**src/rtl/matrix_mult_scheduler.sv**
```systemverilog
// rtl/matrix_mult_scheduler.sv - walks an N x N product through one shared inner_product engine
// Optional per-element watchdog: define SCHED_TIMEOUT_EN.
module matrix_mult_scheduler #(
  parameter int N = 4,
  parameter int WORD_WIDTH = 32,
  parameter int TIMEOUT = 1024,
  localparam int IW = (N > 1) ? $clog2(N) : 1,
  localparam int AW = (N * N > 1) ? $clog2(N * N) : 1
) (
  input  logic                  clk,
  input  logic                  rst,
  input  logic                  start,
  output logic                  busy,
  output logic                  done,
  output logic                  err,
  output logic [IW-1:0]         row_sel,
  output logic [IW-1:0]         col_sel,
  output logic                  ip_row_stb,
  output logic                  ip_col_stb,
  input  logic                  ip_row_ack,
  input  logic                  ip_col_ack,
  output logic                  ip_out_ack,
  input  logic                  ip_out_stb,
  input  logic [WORD_WIDTH-1:0] ip_out,
  output logic                  res_we,
  output logic [AW-1:0]         res_addr,
  output logic [WORD_WIDTH-1:0] res_data,
  input  logic                  res_ready
);

  typedef enum logic [2:0] {IDLE, ISSUE, WAIT_RES, WRITE, DONE} state_t;

  state_t state;
  logic   row_got;
  logic   col_got;

`ifdef SCHED_TIMEOUT_EN
  localparam int CW = $clog2(TIMEOUT + 1);
  logic [CW-1:0] cnt;
`endif

  always_ff @(posedge clk or posedge rst) begin
    if (rst) begin
      state      <= IDLE;
      busy       <= 1'b0;
      done       <= 1'b0;
      err        <= 1'b0;
      row_sel    <= '0;
      col_sel    <= '0;
      ip_row_stb <= 1'b0;
      ip_col_stb <= 1'b0;
      ip_out_ack <= 1'b0;
      res_we     <= 1'b0;
      res_addr   <= '0;
      res_data   <= '0;
      row_got    <= 1'b0;
      col_got    <= 1'b0;
`ifdef SCHED_TIMEOUT_EN
      cnt        <= '0;
`endif
    end else begin
      done <= 1'b0;
      case (state)
        IDLE: begin
          if (start) begin
            row_sel    <= '0;
            col_sel    <= '0;
            res_addr   <= '0;
            err        <= 1'b0;
            busy       <= 1'b1;
            ip_row_stb <= 1'b1;
            ip_col_stb <= 1'b1;
            ip_out_ack <= 1'b1;
            row_got    <= 1'b0;
            col_got    <= 1'b0;
            state      <= ISSUE;
          end
        end
        ISSUE: begin
          if (ip_row_ack) begin
            row_got    <= 1'b1;
            ip_row_stb <= 1'b0;
          end
          if (ip_col_ack) begin
            col_got    <= 1'b1;
            ip_col_stb <= 1'b0;
          end
          // acks may land in different cycles; the current-cycle ack counts as latched
          if ((row_got || ip_row_ack) && (col_got || ip_col_ack))
            state <= WAIT_RES;
        end
        WAIT_RES: begin
          if (ip_out_stb) begin
            res_data   <= ip_out;
            ip_out_ack <= 1'b0;
            res_we     <= 1'b1;
            state      <= WRITE;
          end
        end
        WRITE: begin
          if (res_ready) begin
            res_we <= 1'b0;
            if (row_sel == IW'(N - 1) && col_sel == IW'(N - 1)) begin
              busy  <= 1'b0;
              done  <= 1'b1;
              state <= DONE;
            end else begin
              // res_addr tracks i*N+j because the walk is row-major
              res_addr <= res_addr + 1'b1;
              if (col_sel == IW'(N - 1)) begin
                col_sel <= '0;
                row_sel <= row_sel + 1'b1;
              end else begin
                col_sel <= col_sel + 1'b1;
              end
              ip_row_stb <= 1'b1;
              ip_col_stb <= 1'b1;
              ip_out_ack <= 1'b1;
              row_got    <= 1'b0;
              col_got    <= 1'b0;
              state      <= ISSUE;
            end
          end
        end
        DONE: state <= IDLE;
        default: state <= IDLE;
      endcase

`ifdef SCHED_TIMEOUT_EN
      // watchdog overrides any same-cycle progress and abandons the element unwritten
      if (state == ISSUE || state == WAIT_RES) begin
        if (cnt == CW'(TIMEOUT - 1)) begin
          ip_row_stb <= 1'b0;
          ip_col_stb <= 1'b0;
          ip_out_ack <= 1'b0;
          res_we     <= 1'b0;
          res_data   <= res_data;
          err        <= 1'b1;
          busy       <= 1'b0;
          done       <= 1'b1;
          state      <= DONE;
        end else begin
          cnt <= cnt + 1'b1;
        end
      end else begin
        cnt <= '0;
      end
`endif
    end
  end

endmodule

```
**config.mk**
```make
export PLATFORM = sky130hd
export DESIGN_NAME = matrix_mult_scheduler
export DESIGN_NICKNAME = d
export VERILOG_FILES = /design/src/rtl/matrix_mult_scheduler.sv
export SDC_FILE = /design/constraint.sdc
export NUM_CORES = 1
export LEC_CHECK = 0
export CAP_MARGIN = 20
export CORE_UTILIZATION = 54
export CTS_CLUSTER_SIZE = 25
export DETAILED_ROUTE_END_ITERATION = 10
export DONT_BUFFER_PORTS = 1
export HOLD_SLACK_MARGIN = 0.02
export PLACE_DENSITY_LB_ADDON = 0.08
export SYNTH_ARGS = -nofsm -noshare
export SYNTH_HDL_FRONTEND = slang
export SYNTH_SLANG_ARGS = --single-unit
export TNS_END_PERCENT = 100
```
**constraint.sdc**
```tcl
create_clock -name clk -period 1.85 [get_ports clk]
set_input_delay 0.185 -clock clk [delete_from_list [all_inputs] [get_ports clk]]
set_output_delay 0.185 -clock clk [all_outputs]
set_load 0.03 [all_outputs]
```
==> results of run 1 <==
path summary, 6_finish.rpt:
path	cells past startpoint	endpoint	startpoint	slack [ns]
hold / removal	1	res_data[1]$_DFFE_PP0P_	ip_out[1]	0.04
setup / recovery	3	col_sel[0]$_DFFE_PP0P_	state[2]$_DFFE_PP0P_	0.17
max in group asynchronous	3	ip_out_ack$_DFFE_PP0P_	rst	0.97
setup reg to reg	3	col_sel[0]$_DFFE_PP0P_	state[2]$_DFFE_PP0P_	0.17
hold reg to reg	2	row_got$_DFFE_PP0P_	row_got$_DFFE_PP0P_	0.58
min in group asynchronous	2	res_data[12]$_DFFE_PP0P_	rst	0.37
power by group through the flow:
stage               Clock (W)  Combinational [W]  Sequential (W)
finish               0.000641            0.00119         0.00288
global route         0.000715            0.00132         0.00295
floorplan                   0           0.000951         0.00284
CTS                  0.000667            0.00119         0.00289
global placement            0            0.00113         0.00289
detailed placement          0            0.00119         0.00290
synthesized netlist by cell type:
cell and count:
a32o_1 1, ha_1 3, nor3b_1 1, o22ai_1 1
and3b_2 1, and2_1 1, buf_2 1, and4b_2 1
mux2i_1 1, a2bb2oi_1 1, a21boi_0 2, o21bai_1 1
inv_1 7, buf_6 2, or4b_4 1, nor3_4 1
mux2_1 1, a21o_1 3, buf_4 5, mux2_2 31
conb_1 1, a21oi_1 5, o211a_1 1, mux2_4 1
nor2_1 5, nor2b_1 1, o21ai_0 5, nand2b_1 2
nand3_1 4, o211ai_1 2, a31oi_1 4, nor3_1 1
dfrtp_1 51, nand4b_2 1, clkbuf_1 1, nand2_1 5
o21ai_4 1, or3b_2 1, nor4b_1 1, nand3b_1 1
o21a_1 1
worst max-delay path, stage by stage (launching register included):
cell and delay (ns):
dfrtp_1 0.49, or4b_4 0.61, o21ai_4 0.14, mux2_4 0.33
cell type report:
class / instances / share of cell area
Clock buffer: 7 / 0.0351
Tap cell: 48 / 0.0244
Sequential cell: 51 / 0.519
Multi-Input combinational cell: 94 / 0.328
Timing Repair Buffer: 19 / 0.0793
Inverter: 7 / 0.0107
Clock inverter: 1 / 0.00356
routing by layer:
metal  wire length, microns  share of wire  up-vias
met5                      0              0        -
met4                     20         0.0052        0
met3                    342          0.088        2
met2                   1990           0.51       50
met1                   1530           0.39      603
li1                       -              -      595
cell families after synthesis:
| family | Yosys count | share of synthesized area |
|---|---|---|
| adders and majority gates | 3 | 0.0172 |
| buffers and inverters | 16 | 0.0437 |
| muxes | 34 | 0.177 |
| and+or+nand+nor | 28 | 0.0856 |
| AOI/OAI and AO/OA | 28 | 0.0890 |
| DFF | 51 | 0.586 |
| other | 1 | 0.00172 |
flip-flops by register name, indices dropped and copies added, names as in the netlist:
register	flops
ip_out_ack	1
row_got	1
busy	1
ip_row_stb	1
row_sel	2
ip_col_stb	1
col_got	1
state	3
res_data	32
res_addr	4
res_we	1
done	1
col_sel	2
per-stage QoR:
step	util	worst slack [ns]	instances	hold WS, ns
2_1_floorplan	-	0.203	161	0.320
3_3_place_gp	0.598	0.222	208	0.123
3_5_place_dp	0.598	0.183	208	0.128
4_1_cts	0.628	0.176	218	0.0207
5_1_grt	0.652	0.114	227	0.0203
6_report	0.652	0.173	227	0.0373
what timing repair did:
action,4_1_cts,5_1_grt
hold buffers,2,9
buffers inserted,0,0
resized for setup,0,0
hold endpoints to repair,25,9
==> impl_metrics.toml, run 1 <==
[outcome]
outcome = "finished clean"

[power_and_ir_drop]
total_power_w = 0.00471
power.sequential.fraction = 0.612
ir_drop_v = 0.00107
power.share.switching = 0.453
p_per_area_nw_per_um2 = 1910
internal-power_w = 0.00258
leakage_nw = 1.09
comb_power_share = 0.252
p_sw_w = 0.00213
clock_power_share = 0.136

[timing]
finalHoldViolCount = 0
post-route-min-period_ns = 1.68
timing_max_transition_violations_final = 0
setup_skew_after_layout_ns = 0.00207
totalNegativeSetupSlack_ns = 0
period_share = 0.906
clock.fmax_mhz = 596
worst-slew-pin-transition_ns = 0.636
max-slew-margin-rel = 0.570
setup_violations = 0
setup_repair_after_global_routing_missed_its_margin = "no"

[floorplan]
die_area_sq_um = 4290
core_area_sq_um = 3770
initial_core_util = 0.578
dieHeight_microns = 65.5
io-pin-count = 86
num_rows = 22
chipWidth_microns = 65.5

[logic_synthesis]
synthesis.yosys.warnings = 0
netlist.top_cell.by_area = "dfrtp_1"
ys_seq_area_frac = 0.586
yosys_register_bits = 51
synthCells = 161
top_cells_by_area_synth = "dfrtp_1 59%, mux2_2 16%, buf_4 1.7%"
post_synth_instance_area_sq_um = 2180
postSynthAreaPerCell_sq_um = 13.5
area_share_of_the_leading_cell_type_in_the_synthesized_netlist = 0.586
synthesis.nets = 203
synth.lib_cells_used.distinct = 41

[flow_run]
max_cap_violations = 0

[placement]
dpl_cell_area_sq_um = 2250
gp_congestion = 0.810
place.detailed.hpwl_microns = 2780
port_buffers = 0

[final_layout]
layout-drive-gt1-share = 0.307
most-common-layout-cells = "51 x dfrtp_1, 31 x mux2_2, 11 x dlygate4sd3_1"
number_of_nets_at_the_end_of_the_flow = 220
num_antenna_cells = 0
final.fill_count = 298
post_route_design_area_sq_um = 2460
syn2layout_area_growth_pct = 12.9
multi_input_area_sq_um = 807
final_common_cell = "dfrtp_1"
seq_cell_area_sq_um = 1280

[global_route]
grt_first_pass_wirelength_microns = 6290
gr-total-overflow = 0
first_global_vias = 1357
met1_usage = 0.226
grt-busiest-layer = "met2"
global_route_met3_utilization = 0.0972
grt_use_total = 0.200
grt_antenna_before_repair = 0
grt_util_met2 = 0.329
grt_start_max_net_pins = 35

[critical_path]
critPathKind = "reg -> reg"
crit_path_max_fanout = 9
arrival_ns = 1.86
worst-endpoint-required_ns = 2.03
end_kind = "register"
worstSetupStartpointType = "register"

[drt]
drt_iter0_drc = 39
vias = 1250
drcViolationCount = 0
detailedRoute.firstPassIterationCount = 4
detail_route.wl_per_cell_microns = 17.1
finalWirelength_microns = 3880
drtAntennaViolNets = 0
vias_per_cell = 5.51

[clocking]
clockBufferDepth = 2
clk_transition_reported_paths_ns = 0.08
numClockSinks = 51
clock_tree.htree_level_count = 2
clock_tree.root_cell = "clkbuf_8"
clock_latency_at_the_later_pin_of_the_worst_skew_pair_ns = 0.29
cts-buffers-inserted = 5
tritoncts = "built"

[worst_hold_path]
worstHoldPathType = "in -> reg"
Power figures use the tool's default switching activity.
==> inputs of run 2 (changes only) <==
--- a/config.mk
+++ b/config.mk
@@ -10,8 +10,7 @@
 export CTS_CLUSTER_SIZE = 25
 export DETAILED_ROUTE_END_ITERATION = 10
 export DONT_BUFFER_PORTS = 1
-export HOLD_SLACK_MARGIN = 0.02
-export PLACE_DENSITY_LB_ADDON = 0.08
+export PLACE_DENSITY_LB_ADDON = 0.1
 export SYNTH_ARGS = -nofsm -noshare
 export SYNTH_HDL_FRONTEND = slang
 export SYNTH_SLANG_ARGS = --single-unit
==> impl_metrics.toml, run 2 (synthesized netlist as in run 1, its figures left out) <==
[drt]
finalWirelength_microns = 4000
vias_per_cell = 5.82
detail_route.wl_per_cell_microns = 18.4
vias = 1263
drcViolationCount = 0
drtAntennaViolNets = 0
detailedRoute.firstPassIterationCount = 4
drt_iter0_drc = 52

[outcome]
outcome = "finished clean"

[power_and_ir_drop]
leakage_nw = 1.05
internal-power_w = 0.00260
ir_drop_v = 0.000986
clock_power_share = 0.141
p_per_area_nw_per_um2 = 2000
p_sw_w = 0.00212
power.share.switching = 0.450
comb_power_share = 0.251
power.sequential.fraction = 0.608

[critical_path]
critical_path.slowest_cell = "or4b_4"
critPathKind = "reg -> reg"
worst-endpoint-required_ns = 2.04
end_kind = "register"
cpPeakStageDelay_ns = 0.60
path_cells = "or4b_4 -> o21ai_4 -> mux2_4"
worstSetupStartpointType = "register"
arrival_ns = 1.85
crit_path_max_fanout = 9

[placement]
place.detailed.hpwl_microns = 2880
detailedPlace.worstSlack_ns = 0.199
gp_congestion = 0.794
port_buffers = 0

[final_layout]
final.fill_count = 290
most-common-layout-cells = "51 x dfrtp_1, 31 x mux2_2, 7 x clkbuf_8, 6 x inv_1, 6 x buf_4"
final_common_cell = "dfrtp_1"
num_antenna_cells = 0
number_of_nets_at_the_end_of_the_flow = 210
layout-drive-gt1-share = 0.325
syn2layout_area_growth_pct = 8.56
largest_register_ff_count = 32
top_registers = "res_data (32), res_addr (4), state (3)"
max_flop_register = "res_data"

[clocking]
clockBufferDepth = 2
numClockSinks = 51
cts_post_setup_buffers_inserted = 0
postCtsHoldBufs = 1
clock_latency_at_the_later_pin_of_the_worst_skew_pair_ns = 0.29
cts-buffers-inserted = 5
cts_resized = 0
clock_tree.htree_level_count = 2
clk_transition_reported_paths_ns = 0.08
clock_tree.root_cell = "clkbuf_8"
tritoncts = "built"

[timing]
period_share = 0.897
setup_repair_after_global_routing_missed_its_margin = "no"
post-route-min-period_ns = 1.66
worst-slew-pin-transition_ns = 0.605
setup_violations = 0
final_critical_path_setup_slack_ns = 0.190
max-slew-margin-rel = 0.591
setup_skew_after_layout_ns = 0.00467
clock.fmax_mhz = 603
totalNegativeSetupSlack_ns = 0
timing_max_transition_violations_final = 0
finalHoldViolCount = 0

[global_route]
first_global_vias = 1418
grt_use_total = 0.203
met1_usage = 0.235
grt_first_pass_wirelength_microns = 6340
grt-busiest-layer = "met2"
grt_antenna_before_repair = 0
gr-total-overflow = 0
global_route_met3_utilization = 0.0712
grt_start_max_net_pins = 35
grt_util_met2 = 0.334

[floorplan]
chipWidth_microns = 65.5
io-pin-count = 86
dieHeight_microns = 65.5
initial_core_util = 0.578
num_rows = 22
die_area_sq_um = 4290
core_area_sq_um = 3770

[worst_hold_path]
worstHoldPathType = "in -> reg"

[flow_run]
max_cap_violations = 0
-- run 2: final cells by class --
class | count | area, sq um | area share
clock buffers | 8 | 100 | 0.0423
inverters | 7 | 26.3 | 0.0111
multi-input cells | 94 | 807 | 0.341
flip-flops and latches | 51 | 1280 | 0.540
well taps | 48 | 60.1 | 0.0254
repair buffers | 9 | 95.1 | 0.0402
-- run 2: metrics by stage --
step                hold slack (ns)  instance area, sq um  power [W]  instances  utilization
floorplan                     0.320                  2180    0.00379        161            -
global placement              0.119                  2250    0.00402        208        0.598
detailed placement            0.133                  2250    0.00409        208        0.598
CTS                          0.0107                  2360    0.00477        217        0.627
global route                0.00724                  2360    0.00497        217        0.627
finish                       0.0215                  2360    0.00472        217        0.627
-- run 2: metal layers --
metal  up-vias  routed length (microns)
li1        579                        -
met1       627                     1530
met2        51                     2040
met3         6                      369
met4         0                       60
met5         -                        0
-- run 2: power groups by stage --
| stage | Sequential [W] | Clock, W | Combinational (W) |
|---|---|---|---|
| global placement | 0.00288 | 0 | 0.00114 |
| CTS | 0.00288 | 0.000696 | 0.00120 |
| floorplan | 0.00284 | 0 | 0.000951 |
| detailed placement | 0.00289 | 0 | 0.00120 |
| finish | 0.00287 | 0.000667 | 0.00119 |
| global route | 0.00293 | 0.000727 | 0.00131 |
-- run 2: path summary, 6_finish.rpt --
| path | startpoint | endpoint | slack [ns] | depth (start not counted) |
|---|---|---|---|---|
| worst max-delay path | state[2]$_DFFE_PP0P_ | col_sel[0]$_DFFE_PP0P_ | 0.19 | 3 |
| worst min-delay path | ip_out[17] | res_data[17]$_DFFE_PP0P_ | 0.02 | 1 |
| worst max register to register | state[2]$_DFFE_PP0P_ | col_sel[0]$_DFFE_PP0P_ | 0.19 | 3 |
| worst min register to register | row_got$_DFFE_PP0P_ | row_got$_DFFE_PP0P_ | 0.56 | 2 |
| max in group asynchronous | rst | res_data[25]$_DFFE_PP0P_ | 0.95 | 3 |
| min in group asynchronous | rst | res_data[1]$_DFFE_PP0P_ | 0.38 | 2 |
-- run 2: worst max-delay path, delay by kind of cell, from the launching register on --
family / cells / cell delay (ns)
simple gates: 1 / 0.60
flops: 1 / 0.48
mux: 1 / 0.33
compound gates: 1 / 0.14
==> inputs of run 3 (changes only) <==
==> constraint.sdc (replaced) <==
create_clock -name clk -period 1.3 [get_ports clk]
set_input_delay 0.13 -clock clk [delete_from_list [all_inputs] [get_ports clk]]
set_output_delay 0.13 -clock clk [all_outputs]
set_load 0.03 [all_outputs]
==> impl_metrics.toml, run 3 (synthesized netlist as in run 1, its figures left out) <==
[clocking]
clock_latency_at_the_later_pin_of_the_worst_skew_pair_ns = 0.30
cts-buffers-inserted = 5
clock_tree.root_cell = "clkbuf_8"
clk_transition_reported_paths_ns = 0.09
clockBufferDepth = 2
numClockSinks = 51
clock_tree.htree_level_count = 2
tritoncts = "built"

[floorplan]
die_area_sq_um = 4290
num_rows = 22
core_area_sq_um = 3770
initial_core_util = 0.578
dieHeight_microns = 65.5
io-pin-count = 86
chipWidth_microns = 65.5

[final_layout]
layout-drive-gt1-share = 0.412
syn2layout_area_growth_pct = 44.1
number_of_nets_at_the_end_of_the_flow = 267
postLayoutCoreUtil = 0.832
most-common-layout-cells = "47 x dfrtp_1, 34 x dlygate4sd3_1, 33 x mux2_4, 22 x buf_4"
largest_register_ff_count = 32
max_flop_register = "res_data"
final_common_cell = "dfrtp_1"
top_registers = "res_data (32), res_addr (4), state (3)"
post_route_design_area_sq_um = 3140
num_antenna_cells = 0

[timing]
final_critical_path_setup_slack_ns = -0.200
finalHoldViolCount = 0
clock.fmax_mhz = 667
worst-slew-pin-transition_ns = 0.589
fin_hold_ws_ns = 0.0236
timing_max_transition_violations_final = 0
max-slew-margin-rel = 0.606
setup_violations = 45
setup_skew_after_layout_ns = 0.00502
totalNegativeSetupSlack_ns = -5.58
period_share = 1.15
setup_repair_after_global_routing_missed_its_margin = "yes"
post-route-min-period_ns = 1.50

[outcome]
failed_checks = "setup timing"
outcome = "complete, but fails checks"

[global_route]
first_global_vias = 1650
grt_antenna_before_repair = 0
gr-total-overflow = 0
grt_use_total = 0.260
grt_first_pass_wirelength_microns = 8080
grt_start_max_net_pins = 28

[placement]
port_buffers = 0
detailedPlace.worstSlack_ns = -0.202
place.detailed.hpwl_microns = 3220
gp_congestion = 0.839
dpl_cell_area_sq_um = 2520

[drt]
detailedRoute.firstPassIterationCount = 4
finalWirelength_microns = 5200
detail_route.wl_per_cell_microns = 19.0
vias_per_cell = 5.57
vias = 1525
drt_iter0_drc = 117
drtAntennaViolNets = 0
drcViolationCount = 0

[critical_path]
worstSetupStartpointType = "register"
arrival_ns = 1.70
critical_path.slowest_cell = "or4b_4"
path_cells = "or4b_4 -> o21ai_4 -> mux2_4"
end_kind = "register"
cpPeakStageDelay_ns = 0.57
worst-endpoint-required_ns = 1.50
path_buf_inv = 0
critPathKind = "reg -> reg"
path_delay_family = "simple AND/OR/NAND/NOR gates"
crit_path_max_fanout = 4

[power_and_ir_drop]
ir_drop_v = 0.00143
p_per_area_nw_per_um2 = 2520
leakage_nw = 1.45

[worst_hold_path]
worstHoldPathType = "in -> reg"

[flow_run]
max_cap_violations = 0
==> run 3: changes by cell type in the layout (fill, tap and decap cells not counted), moves of 5 or more <==
cell           previous run  this run
dlygate4sd3_1             1        34
buf_6                     0         5
mux2_2                   31         0
buf_4                     6        22
mux2_4                    1        33
==> run 3: final cells by class <==
cell class | count | area [sq um]
clock buffers | 6 | 82.6
clock inverters | 2 | 38.8
fillers | 192 | 633
inverters | 7 | 30.0
multi-input cells | 94 | 973
flip-flops and latches | 51 | 1280
well taps | 48 | 60.1
repair buffers | 66 | 672
==> run 3: repair_timing <==
action	CTS	global route
endpoints found under the setup margin	48	48
gates resized for setup	19	4
pin swaps	6	3
hold buffers	34	0
buffers inserted	3	1
gates cloned	1	2
hold endpoints to repair	59	0
==> run 3: metal layers <==
layer  share of wire  vias to the layer above  wire, microns  track usage
met2            0.52                       74           2730        0.455
met4           0.012                        0             60       0.0897
met1            0.39                      752           2050        0.305
met3           0.070                        6            363       0.0694
li1                -                      693              -            -
met5               0                        -              0            0
==> run 3: per-stage QoR <==
step | std cells | total power [W]
4_1_cts | 272 | 0.00785
6_report | 274 | 0.00792
3_3_place_gp | 226 | 0.00631
3_5_place_dp | 226 | 0.00643
5_1_grt | 274 | 0.00832
2_1_floorplan | 161 | 0.00581
==> run 3: power breakdown <==
| group | internal [W] | switching (W) |
|---|---|---|
| clock network | 0.000633 | 0.000524 |
| registers | 0.00231 | 0.00173 |
| logic | 0.00162 | 0.00110 |
| total | 0.00456 | 0.00336 |
==> run 3: path summary, 6_finish.rpt <==
kind,slack (ns),to,depth (start not counted),startpoint
hold reg to reg,0.56,res_addr[2]$_DFFE_PP0P_,1,res_addr[2]$_DFFE_PP0P_
setup reg to reg,-0.20,col_sel[0]$_DFFE_PP0P_,3,state[2]$_DFFE_PP0P_
hold / removal,0.02,row_got$_DFFE_PP0P_,2,ip_row_ack
setup / recovery,-0.20,col_sel[0]$_DFFE_PP0P_,3,state[2]$_DFFE_PP0P_
min in group asynchronous,0.36,res_data[24]$_DFFE_PP0P_,2,rst
max in group asynchronous,0.44,res_we$_DFFE_PP0P_,3,rst
